**src/rtl/pc_stack_counter.sv**
```systemverilog
// rtl/pc_stack_counter.sv - VeriRISC fetch-stage program counter with skip, jump and call/return stack
// Optional return-address stack is built only when PC_RET_STACK_EN is defined.
module pc_stack_counter #(
    parameter int               WIDTH     = 5,
    parameter int               DEPTH     = 4,
    parameter logic [WIDTH-1:0] RESET_VEC = '0
) (
    input  logic                       clk,
    input  logic                       rst,
    input  logic                       enab,
    input  logic                       skip,
    input  logic                       load,
    input  logic                       call,
    input  logic                       ret,
    input  logic [WIDTH-1:0]           pc_in,
    output logic [WIDTH-1:0]           pc_out,
    output logic [$clog2(DEPTH+1)-1:0] sp_level,
    output logic                       stk_full,
    output logic                       stk_empty,
    output logic                       stk_err
);

    localparam int SPW = $clog2(DEPTH + 1);

    logic [WIDTH-1:0] pc_q;
    logic [WIDTH-1:0] pc_d;
    logic [WIDTH-1:0] pc_plus1;
    logic [WIDTH-1:0] pc_plus2;

    // Natural WIDTH-bit overflow gives the modulo 2**WIDTH wrap.
    assign pc_plus1 = pc_q + WIDTH'(1);
    assign pc_plus2 = pc_q + WIDTH'(2);

`ifdef PC_RET_STACK_EN
    localparam int             AW     = (DEPTH > 1) ? $clog2(DEPTH) : 1;
    localparam logic [SPW-1:0] SP_MAX = SPW'(DEPTH);

    logic [WIDTH-1:0] stack_q [DEPTH];
    logic [SPW-1:0]   sp_q;
    logic [SPW-1:0]   sp_d;
    logic [SPW-1:0]   sp_dec;
    logic             err_q;
    logic             err_d;
    logic             push;

    assign sp_dec = sp_q - SPW'(1);

    always_comb begin
        pc_d  = pc_q;
        sp_d  = sp_q;
        err_d = err_q;
        push  = 1'b0;
        if (ret) begin
            if (sp_q != '0) begin
                pc_d = stack_q[sp_dec[AW-1:0]];
                sp_d = sp_dec;
            end else begin
                err_d = 1'b1;
            end
        end else if (call) begin
            // Overflowing call is dropped entirely: no push and no jump.
            if (sp_q != SP_MAX) begin
                push = 1'b1;
                pc_d = pc_in;
                sp_d = sp_q + SPW'(1);
            end else begin
                err_d = 1'b1;
            end
        end else if (load) begin
            pc_d = pc_in;
        end else if (skip) begin
            pc_d = pc_plus2;
        end else if (enab) begin
            pc_d = pc_plus1;
        end
    end

    always_ff @(posedge clk) begin
        if (rst) begin
            sp_q  <= '0;
            err_q <= 1'b0;
        end else begin
            sp_q  <= sp_d;
            err_q <= err_d;
        end
    end

    // Entries are never cleared; anything at or above sp_q is stale.
    always_ff @(posedge clk) begin
        if (push && !rst) begin
            stack_q[sp_q[AW-1:0]] <= pc_plus1;
        end
    end

    assign sp_level  = sp_q;
    assign stk_full  = (sp_q == SP_MAX);
    assign stk_empty = (sp_q == '0);
    assign stk_err   = err_q;
`else
    logic unused_ret;
    assign unused_ret = ret;

    // Without a stack, call is an ordinary jump and ret falls through.
    always_comb begin
        pc_d = pc_q;
        if (call || load) begin
            pc_d = pc_in;
        end else if (skip) begin
            pc_d = pc_plus2;
        end else if (enab) begin
            pc_d = pc_plus1;
        end
    end

    assign sp_level  = '0;
    assign stk_full  = 1'b0;
    assign stk_empty = 1'b1;
    assign stk_err   = 1'b0;
`endif

    always_ff @(posedge clk) begin
        if (rst) begin
            pc_q <= RESET_VEC;
        end else begin
            pc_q <= pc_d;
        end
    end

    assign pc_out = pc_q;

endmodule

```
**config.mk**
```make
export PLATFORM = sky130hd
export DESIGN_NAME = pc_stack_counter
export DESIGN_NICKNAME = d
export VERILOG_FILES = /design/src/rtl/pc_stack_counter.sv
export SDC_FILE = /design/constraint.sdc
export NUM_CORES = 1
export LEC_CHECK = 0
export BUFFER_PORTS_ARGS = -buffer_cell sky130_fd_sc_hd__buf_4
export CORE_AREA = 10 10 47 49
export DETAILED_ROUTE_END_ITERATION = 8
export DIE_AREA = 0 0 57 59
export PLACE_DENSITY_LB_ADDON = 0.15
export SLEW_MARGIN = 20
export SYNTH_ARGS = -nofsm -noshare
export SYNTH_HDL_FRONTEND = slang
export SYNTH_SLANG_ARGS = --single-unit
```
**constraint.sdc**
```tcl
create_clock -name clk -period 1.5 [get_ports clk]
set_clock_uncertainty 0.05 [all_clocks]
set_input_delay 0.15 -clock clk [delete_from_list [all_inputs] [get_ports clk]]
set_output_delay 0.15 -clock clk [all_outputs]
set_load 0.02 [all_outputs]
```
==> results.py <==
metrics = {
    "timing": {
        "rsz0062_at_grt": "no",
        "hold_viol": 0,
        "finalCriticalPeriod_ns": 1.30,
        "setup_viol": 0,
        "timing.fmax_mhz": 768,
        "finalCritPeriodShare": 0.868,
        "finalMaxSlewViolations": 0,
        "tns_ns": 0,
    },
    "placed_design": {
        "dp.cells": 83,
        "dp_hpwl_um": 956,
        "placed_area_sq_um": 534,
        "io_buffer_count": 15,
        "gp_congestion": 0.747,
    },
    "cts": {
        "postCtsSetupRepairBufs": 0,
        "cts_tree": "built",
        "clock_tree.root_cell": "clkbuf_4",
        "cts_buffers": 3,
        "h-tree-depth": 1,
        "postCtsHoldBufs": 0,
        "clk_latency_ns": 0.25,
        "clock-sinks": 5,
        "path_clk_slew_ns": 0.05,
        "cts_max_path_buffers": 2,
    },
    "layout": {
        "final_common_cell": "buf_4",
        "fin_cells": 87,
        "drive_above_1_share": 0.352,
        "fillers": 164,
        "final_util": 0.402,
        "largest_reg_flops": 5,
        "final_cell_mix": "20 x buf_4, 8 x nor2_1, 6 x conb_1",
        "antenna_cells_inserted": 0,
        "area_growth_pct": 38.9,
        "stdcell_area_sq_um": 563,
        "nets": 86,
    },
    "min_path": {
        "min_path_type": "in -> reg",
    },
    "yosys": {
        "synth_compound_area_frac": 0.222,
        "netlist_instances": 50,
        "yosys.area_share.simple": 0.247,
        "synth_area_sq_um": 405,
        "syn-mean-instance-area_sq_um": 8.11,
        "synth_top_family_by_area": "simple AND/OR/NAND/NOR gates",
        "synth_xor_xnor_area_share": 0.0216,
        "synth_cell_types": 26,
        "synth-seq-cells": 5,
        "yosysWarningCount": 0,
        "seq_area_frac_synth": 0.247,
        "synth_mux_area_frac": 0.0247,
        "synth_adder_area_share": 0.0617,
    },
    "setup_path": {
        "critical_path_buf_inv_count": 0,
        "required_ns": 1.57,
        "ff2ff_setup_slack_ns": 0.20,
        "cp_max_fo": 5,
        "critPathKind": "reg -> reg",
        "endpoint_kind": "flop",
        "arrival_ns": 1.37,
        "path_delay_family": "compound AO/OA/AOI/OAI gates",
        "critPathSlowestCell": "dfxtp_2",
        "critPathMaxStageDelay_ns": 0.34,
        "path_cells": "ha_1 > and2b_1 > a2111oi_1 > o41ai_1",
        "startpoint_type": "flop",
    },
    "power": {
        "power.static_leakage_nw": 0.261,
        "ir_drop_uv": 468,
        "p_per_area_nw_per_um2": 795,
        "power_mw": 0.448,
    },
    "floorplan": {
        "dieArea_sq_um": 3360,
        "io_pins": 23,
        "initial_core_util": 0.289,
        "design.core.area_sq_um": 1400,
        "num_rows": 14,
        "die_w_um": 57,
        "die_height_um": 59,
    },
    "routing": {
        "postRouteAntennaNets": 0,
        "wl_mm": 1.14,
        "wire_per_inst_um": 13.0,
        "drtIter0Drc": 3,
        "via_count": 411,
        "drc": 0,
        "vias_per_cell": 4.72,
        "dr.pass1.iters": 2,
    },
    "outcome": {
        "status": "finished clean",
    },
    "global_routing": {
        "grt_usage": 0.0680,
        "antenna_found_initial": 0,
        "grt_first_pass_wirelength_mm": 1.84,
        "grt_max_degree": 10,
        "overflow": 0,
        "grt_pass1_vias": 426,
    },
    "job": {
        "cap_violations": 0,
    },
}
[worst register-to-register path, delay by kind of cell (launching register included)]
family	cells	cell delay, ns
simple gates	1	0.15
flops	1	0.34
fa+ha+maj	1	0.27
compound gates	2	0.37
[path summary, 6_finish.rpt]
kind / from / to / cells past startpoint
setup / recovery: pc_out[1] / pc_out[1] / 4
hold reg to reg: pc_out[4] / pc_out[4] / 2
hold / removal: rst / pc_out[0] / 2
setup reg to reg: pc_out[1] / pc_out[1] / 4
[final cells by class]
class                           instances  area, sq um  share of cell area
Multi-Input combinational cell         40          258               0.458
Timing Repair Buffer                   20          150               0.267
Sequential cell                         5          101               0.180
Clock buffer                            4         26.3              0.0467
Tap cell                               16         20.0              0.0356
Inverter                                2         7.51              0.0133
[Yosys cell counts]
| cell | n | share of area |
|---|---|---|
| o311ai_0 | 1 | 0.022 |
| a21o_1 | 1 | 0.019 |
| o21ai_0 | 2 | 0.025 |
| o41a_1 | 1 | 0.028 |
| dfxtp_1 | 5 | 0.25 |
| nor2_1 | 8 | 0.074 |
| or4_4 | 1 | 0.028 |
| inv_1 | 2 | 0.019 |
| nor2b_1 | 1 | 0.015 |
| a2111oi_0 | 1 | 0.022 |
| or3_1 | 3 | 0.046 |
| o221ai_1 | 1 | 0.022 |
| xnor2_1 | 1 | 0.022 |
| conb_1 | 2 | 0.019 |
| a21oi_1 | 2 | 0.025 |
| mux2i_1 | 1 | 0.025 |
| nor4b_1 | 1 | 0.022 |
| buf_4 | 6 | 0.11 |
| and2b_1 | 2 | 0.037 |
| buf_6 | 1 | 0.028 |
| a311oi_1 | 1 | 0.022 |
| a211oi_1 | 1 | 0.019 |
| ha_1 | 2 | 0.062 |
| o41ai_1 | 1 | 0.022 |
| nand2_1 | 1 | 0.0093 |
| nor4_1 | 1 | 0.015 |
[metrics by stage]
stage                     setup WS (ns)  hold slack [ns]
after CTS                        0.0906           0.0724
after global routing             0.0704           0.0730
after global placement            0.126            0.326
after detailed placement         0.0982            0.327
final                             0.198           0.0734
after floorplan                  0.0791            0.169
[per-layer routing]
metal	vias to the layer above	global-route usage	routed length [um]
met4	0	0.0336	23
met3	2	0.0343	60
met5	-	0	0
met1	184	0.0632	471
li1	213	-	-
met2	12	0.121	580
[power by group]
group          internal [mW]  switching, mW
clock network          0.101         0.0588
logic                 0.0638         0.0719
registers              0.144        0.00812
[kinds of logic after synthesis]
| family | Yosys count |
|---|---|
| flops | 5 |
| xor+xnor | 1 |
| mux | 1 |
| other cells | 2 |
| fa+ha+maj | 2 |
| compound gates | 12 |
| simple gates | 18 |
| buf+inv | 9 |
[timing repair]
action,4_1_cts,5_1_grt
endpoints found under the setup margin,0,1
endpoints found under the hold margin,0,0
resized for setup,0,2
Power figures use the tool's default switching activity.
